[config.mk]
export PLATFORM = sky130hd
export DESIGN_NAME = paddle_timer_array
export DESIGN_NICKNAME = d
export VERILOG_FILES = /design/src/rtl/paddle_pkg.sv /design/src/rtl/paddle_channel.sv /design/src/rtl/paddle_timer_array.sv
export SDC_FILE = /design/constraint.sdc
export NUM_CORES = 1
export LEC_CHECK = 0
export BUFFER_PORTS_ARGS = -buffer_cell sky130_fd_sc_hd__buf_2
export CORE_UTILIZATION = 50
export CTS_CLUSTER_DIAMETER = 40
export CTS_CLUSTER_SIZE = 16
export DETAILED_ROUTE_END_ITERATION = 7
export PLACE_DENSITY_LB_ADDON = 0.2
export SLEW_MARGIN = 20
export SYNTH_ARGS = -nofsm -noshare
export SYNTH_HDL_FRONTEND = slang
export SYNTH_SLANG_ARGS = --single-unit
[constraint.sdc]
create_clock -name clk_sys -period 5.9 [get_ports clk_sys]
set_input_delay 1.77 -clock clk_sys [delete_from_list [all_inputs] [get_ports clk_sys]]
set_output_delay 1.77 -clock clk_sys [all_outputs]
set_load 0.05 [all_outputs]
[src/rtl/paddle_pkg.sv]
// Shared types and saturating helpers for the paddle timer array.
package paddle_pkg;

  localparam int POS_W_DEF = 9;

  typedef logic [POS_W_DEF-1:0] pos_t;

  typedef enum logic [1:0] {
    DIR_NONE = 2'd0,
    DIR_UP   = 2'd1,
    DIR_DOWN = 2'd2
  } dir_e;

  // Subtract that floors at zero instead of wrapping.
  function automatic logic [31:0] sat_sub(input logic [31:0] a, input logic [31:0] b);
    if (a > b) begin
      return a - b;
    end else begin
      return 32'd0;
    end
  endfunction

  function automatic logic [31:0] sat_add(input logic [31:0] a, input logic [31:0] b,
                                          input logic [31:0] max);
    logic [32:0] sum;
    sum = {1'b0, a} + {1'b0, b};
    if (sum > {1'b0, max}) begin
      return max;
    end else begin
      return sum[31:0];
    end
  endfunction

  // Stick offset is relative to the centre position; result clamped to [0, max].
  function automatic logic [31:0] clamp_analog(input int init, input logic signed [7:0] a,
                                               input int max);
    int s;
    s = init + int'(a);
    if (s < 0) begin
      return 32'd0;
    end else if (s > max) begin
      return 32'(max);
    end else begin
      return 32'(s);
    end
  endfunction

endpackage

[src/rtl/paddle_channel.sv]
// One paddle: position, per-frame line countdown and hold-to-accelerate tracking.
// PADDLE_ANALOG_EN adds the absolute stick position mode.
module paddle_channel
  import paddle_pkg::*;
#(
  parameter int POS_W        = 9,
  parameter int POS_MAX      = 255,
  parameter int POS_INIT     = 128,
  parameter int STEP_SLOW    = 5,
  parameter int STEP_FAST    = 8,
  parameter int ACCEL_FRAMES = 16
) (
  input  logic             i_clk,
  input  logic             i_reset,
  input  logic             i_vs_rise,
  input  logic             i_hs_rise,
  input  logic             i_speed_sel,
  input  logic             i_btn_up,
  input  logic             i_btn_down,
`ifdef PADDLE_ANALOG_EN
  input  logic             i_analog_sel,
  input  logic [7:0]       i_analog_in,
`endif
  output logic             o_pad,
  output logic [POS_W-1:0] o_pos
);

  localparam int HOLD_W = (ACCEL_FRAMES < 1) ? 1 : $clog2(ACCEL_FRAMES + 1);

  logic [POS_W-1:0]  r_pos;
  logic [POS_W-1:0]  r_count;
  logic [HOLD_W-1:0] r_hold;
  dir_e              r_dir;

  dir_e              w_dir;
  logic [31:0]       w_base;
  logic [31:0]       w_step;
  logic [POS_W-1:0]  w_pos_nxt;
  logic [HOLD_W-1:0] w_hold_nxt;
  dir_e              w_dir_nxt;

  // Next position and hold state, applied only at the frame edge.
  always_comb begin
    w_pos_nxt  = r_pos;
    w_hold_nxt = r_hold;
    w_dir_nxt  = r_dir;
    w_dir      = i_btn_up ? DIR_UP : (i_btn_down ? DIR_DOWN : DIR_NONE);
    w_base     = i_speed_sel ? 32'(STEP_FAST) : 32'(STEP_SLOW);
    // Acceleration only counts while the same direction stays held.
    if ((w_dir == r_dir) && (r_hold == HOLD_W'(ACCEL_FRAMES))) begin
      w_step = w_base << 1;
    end else begin
      w_step = w_base;
    end
    case (w_dir)
      DIR_UP:   w_pos_nxt = POS_W'(sat_sub(32'(r_pos), w_step));
      DIR_DOWN: w_pos_nxt = POS_W'(sat_add(32'(r_pos), w_step, 32'(POS_MAX)));
      default:  w_pos_nxt = r_pos;
    endcase
    if (w_dir == DIR_NONE) begin
      w_hold_nxt = {HOLD_W{1'b0}};
    end else if (w_dir != r_dir) begin
      w_hold_nxt = HOLD_W'(1);
    end else if (r_hold == HOLD_W'(ACCEL_FRAMES)) begin
      w_hold_nxt = r_hold;
    end else begin
      w_hold_nxt = r_hold + HOLD_W'(1);
    end
    w_dir_nxt = w_dir;
`ifdef PADDLE_ANALOG_EN
    if (i_analog_sel) begin
      w_pos_nxt  = POS_W'(clamp_analog(POS_INIT, $signed(i_analog_in), POS_MAX));
      w_hold_nxt = {HOLD_W{1'b0}};
      w_dir_nxt  = DIR_NONE;
    end else begin
      w_dir_nxt = w_dir;
    end
`endif
  end

  // Frame reload has priority over the per-line countdown.
  always_ff @(posedge i_clk) begin
    if (i_reset) begin
      r_pos   <= POS_W'(POS_INIT);
      r_count <= {POS_W{1'b0}};
      r_hold  <= {HOLD_W{1'b0}};
      r_dir   <= DIR_NONE;
    end else if (i_vs_rise) begin
      r_count <= r_pos;
      r_pos   <= w_pos_nxt;
      r_hold  <= w_hold_nxt;
      r_dir   <= w_dir_nxt;
    end else if (i_hs_rise && (r_count != {POS_W{1'b0}})) begin
      r_count <= r_count - POS_W'(1);
    end else begin
      r_count <= r_count;
    end
  end

  assign o_pad = (r_count == {POS_W{1'b0}});
  assign o_pos = r_pos;

endmodule

[src/rtl/paddle_timer_array.sv]
// N-channel paddle RC-timing emulator with shared sync edge detection.
// Optional analog stick mode is enabled by defining PADDLE_ANALOG_EN.
module paddle_timer_array
  import paddle_pkg::*;
#(
  parameter int CHANNELS     = 2,
  parameter int POS_W        = 9,
  parameter int POS_MAX      = 255,
  parameter int POS_INIT     = 128,
  parameter int STEP_SLOW    = 5,
  parameter int STEP_FAST    = 8,
  parameter int ACCEL_FRAMES = 16
) (
  input  logic                      clk_sys,
  input  logic                      reset,
  input  logic                      hs,
  input  logic                      vs,
  input  logic                      speed_sel,
  input  logic [CHANNELS-1:0]       btn_up,
  input  logic [CHANNELS-1:0]       btn_down,
  input  logic [8*CHANNELS-1:0]     analog_in,
  input  logic [CHANNELS-1:0]       analog_sel,
  output logic [CHANNELS-1:0]       pad_out,
  output logic [POS_W*CHANNELS-1:0] pos_out
);

  logic r_hs_d;
  logic r_vs_d;
  logic w_hs_rise;
  logic w_vs_rise;

  // Sync delay registers for rising-edge detection.
  always_ff @(posedge clk_sys) begin
    if (reset) begin
      r_hs_d <= 1'b0;
      r_vs_d <= 1'b0;
    end else begin
      r_hs_d <= hs;
      r_vs_d <= vs;
    end
  end

  assign w_vs_rise = vs & ~r_vs_d;
  assign w_hs_rise = hs & ~r_hs_d;

`ifndef PADDLE_ANALOG_EN
  logic w_unused_analog;
  assign w_unused_analog = ^{analog_in, analog_sel};
`endif

  for (genvar g = 0; g < CHANNELS; g++) begin : g_ch
    paddle_channel #(
      .POS_W        (POS_W),
      .POS_MAX      (POS_MAX),
      .POS_INIT     (POS_INIT),
      .STEP_SLOW    (STEP_SLOW),
      .STEP_FAST    (STEP_FAST),
      .ACCEL_FRAMES (ACCEL_FRAMES)
    ) u_ch (
      .i_clk        (clk_sys),
      .i_reset      (reset),
      .i_vs_rise    (w_vs_rise),
      .i_hs_rise    (w_hs_rise),
      .i_speed_sel  (speed_sel),
      .i_btn_up     (btn_up[g]),
      .i_btn_down   (btn_down[g]),
`ifdef PADDLE_ANALOG_EN
      .i_analog_sel (analog_sel[g]),
      .i_analog_in  (analog_in[g*8 +: 8]),
`endif
      .o_pad        (pad_out[g]),
      .o_pos        (pos_out[g*POS_W +: POS_W])
    );
  end

endmodule
==> impl_metrics.tcl <==
set metrics [dict create \
    yosys.area.top_type "dfxtp_1" \
    grt_pass1_vias 3415 \
    final_antenna_net_count 0 \
    coreArea_um2 7727 \
    hold_class "register to register" \
    fp.dieH_um 91.43 \
    syn_nets 570 \
    max_freq_mhz 215.9 \
    syn_avg_cell_area_um2 7.887 \
    synth.area.top_cells "dfxtp_1, ha_1, a21oi_1, nor2_1, a211oi_1" \
    cts_tree "yes" \
    root_buffer "clkbuf_8" \
    vias 3666 \
    first_pass_iters 4 \
    power_leakage_nw 1.670 \
    cts_buffers 5 \
    postCtsSetupBuffers 0 \
    endpoint_kind "register" \
    fin_tns_setup_ns 0 \
    grt_start_max_net_pins 33 \
    synthToLayoutAreaGrowth_pct 7.259 \
    grt_overflow 0 \
    r2r_start "g_ch[1].u_ch.r_hold[0]" \
    post-synth-top-area-fraction 0.2603 \
    place_inst 611 \
    io_buffers 28 \
    fin_skew_ns 0.01251 \
    crit_start "btn_up[1]" \
    vdd_drop_max_v 0.0001075 \
    finalHoldViolations 0 \
    die_width_um 91.43 \
    synth.distinct_cells 69 \
    drive_above_1_share 0.1161 \
    rows 32 \
    status "finished, final reports clean" \
    htree_levels 2 \
    post_cts_resized 0 \
    seqCellArea_um2 1041 \
    netlist_area_um2 3999 \
    drv_slew 0 \
    arrival_ns 4.86 \
    synth_ff_type "dfxtp_1" \
    grt_pass1_wl_mm 16.41 \
    yosys_register_bits 52 \
    synthCells 507 \
    finish.net_count 579 \
    gpl.final_weighted_congestion 0.8561 \
    diodes 0 \
    cp_max_fo 9 \
    nFillCells 756 \
    wire_per_inst_um 15.57 \
    seq_area_frac_synth 0.2603 \
    required_ns 6.13 \
    multi_input_area_um2 2696 \
    hold_buffers 0 \
    maxCapViolations 0 \
    cts_num_sinks 52 \
    antenna_found_initial 0 \
    finalCritPeriodShare 0.7849 \
    clk_latency_ns 0.32 \
    hp-start "g_ch[0].u_ch.r_dir[1]" \
    min_period_ns 4.631 \
    clk_pin_slew_ns 0.11 \
    power_density_nw_per_um2 241.7 \
    dpl.hpwl_mm 6.982 \
    wirelength_mm 9.636 \
    relSlewSlack 0.4021 \
    synth_edf_count 0 \
    final_cells 619 \
    synth_warnings 0 \
    worst_pin_slew_ns 0.8936 \
    path_class "input port to register" \
    clk_path_buf_depth 2 \
    initial_core_util 0.5175 \
    critPathLaunchType "input port" \
    ioPinCount 47 \
    grt.total_usage 0.2397 \
    post_drt_via_cell_ratio 5.922 \
    async_flop_share 0 \
    drc 0 \
    die_area_um2 8359 \
    rsz0062_at_grt "false" \
    initialDrtViolationCount 186 \
    reg2reg_slack_ns 2.35 \
    finalSetupViolCount 0 \
]
==> logic make-up (layout without fill, tap and decap cells) <==
logic type	count (synthesis)	in the layout	synth area share
AO/OA/AOI/OAI	153	153	0.2610
adder cells (fa/ha/maj)	36	36	0.1201
flip-flops	52	52	0.2603
buffers and inverters	66	76	0.06602
XOR/XNOR	25	25	0.05476
multiplexers	2	2	0.005319
AND/OR/NAND/NOR	173	173	0.2325
==> per-stage QoR <==
stage          hold WS, ns  setup WS (ns)  cell area, µm²  power (mW)    util
2_1_floorplan       0.4495          1.320            3999      0.7075       -
3_3_place_gp        0.4604         0.9835            4174      0.7726  0.5402
3_5_place_dp        0.4666         0.9593            4174      0.7791  0.5402
4_1_cts             0.4815          1.264            4289       1.042  0.5551
5_1_grt             0.5067         0.9321            4289       1.098  0.5551
6_report            0.4764          1.269            4289       1.036  0.5551
==> synth_stat cells, types with 2 or more instances <==
| cell | number |
|---|---|
| dfxtp_1 | 52 |
| o21ai_0 | 20 |
| nor4_1 | 2 |
| nand4_1 | 7 |
| nand2b_1 | 16 |
| xor2_1 | 14 |
| o311a_1 | 3 |
| nor3b_1 | 2 |
| nor2b_1 | 11 |
| and2_1 | 4 |
| or3_1 | 2 |
| nand2_1 | 33 |
| nand3b_1 | 2 |
| or4bb_1 | 2 |
| buf_2 | 7 |
| xnor2_1 | 11 |
| inv_1 | 34 |
| o21bai_1 | 2 |
| a311oi_1 | 3 |
| o311ai_0 | 2 |
| a31oi_1 | 6 |
| ha_1 | 32 |
| nor4_2 | 3 |
| nor4b_1 | 2 |
| nor3_1 | 13 |
| o221ai_1 | 6 |
| nand4b_1 | 3 |
| o31ai_1 | 3 |
| fa_1 | 4 |
| a21boi_0 | 2 |
| a21oi_1 | 43 |
| nor2_1 | 53 |
| a211oi_1 | 21 |
| o21ai_1 | 8 |
| nand3_1 | 7 |
| buf_4 | 2 |
| o22ai_1 | 3 |
| and3_1 | 2 |
| a211oi_2 | 2 |
| a21o_1 | 4 |
| a211o_1 | 2 |
| clkbuf_1 | 22 |
| o211ai_1 | 6 |
| o21a_1 | 4 |
==> cell type report <==
type                       count  area share
clock buffer                   5     0.01604
clock inverter                 3     0.01079
inverter                      35     0.03063
multi-input combinational    389      0.6286
sequential                    52      0.2427
tap                          102     0.02975
timing repair buffer          33     0.04142
==> worst max-delay path, stage by stage <==
cell and delay (ns):
buf_2 0.15, nand2b_1 0.22, o21ai_0 0.23, o21ai_1 0.14
or2_1 0.28, ha_1 0.25, inv_1 0.07, ha_1 0.31
nand2b_1 0.22, a211oi_2 0.33, o31ai_1 0.15, nor2_2 0.35
o21ai_0 0.12, a211oi_1 0.26
==> power by group <==
group	internal (mW)	switching (mW)
registers	0.379	0.0449
logic	0.127	0.225
clock network	0.128	0.132
total	0.634	0.402
==> layer usage <==
metal | wire, µm | vias to the layer above | GRT usage
met5 | 0 | - | 0
met4 | 112 | 0 | 0.06481
met3 | 350 | 11 | 0.03685
met2 | 4339 | 62 | 0.3885
met1 | 4834 | 1753 | 0.3291
li1 | - | 1840 | -
==> placed cells by master, fill, tap and decap left out, types with 14 or more instances in the layout <==
cell      instances
nor2_1           53
dfxtp_1          52
a21oi_1          43
inv_1            34
nand2_1          33
ha_1             32
buf_2            28
a211oi_1         21
o21ai_0          20
nand2b_1         16
xor2_1           14
==> path summary, 6_finish.rpt <==
check	cells after the start	end
max	14	g_ch[1].u_ch.o_pos[1]
min	2	g_ch[0].u_ch.r_dir[1]
max reg2reg	13	g_ch[1].u_ch.o_pos[1]
min reg2reg	2	g_ch[0].u_ch.r_dir[1]
==> state kept, by name, summed over array words and instances (netlist names) <==
| signal | cells |
|---|---|
| r_vs_d | 1 |
| g_ch.u_ch.r_hold | 10 |
| g_ch.u_ch.r_dir | 4 |
| g_ch.u_ch.r_count | 18 |
| g_ch.u_ch.o_pos | 18 |
| r_hs_d | 1 |
No activity file was read; power rests on OpenSTA's default activity.
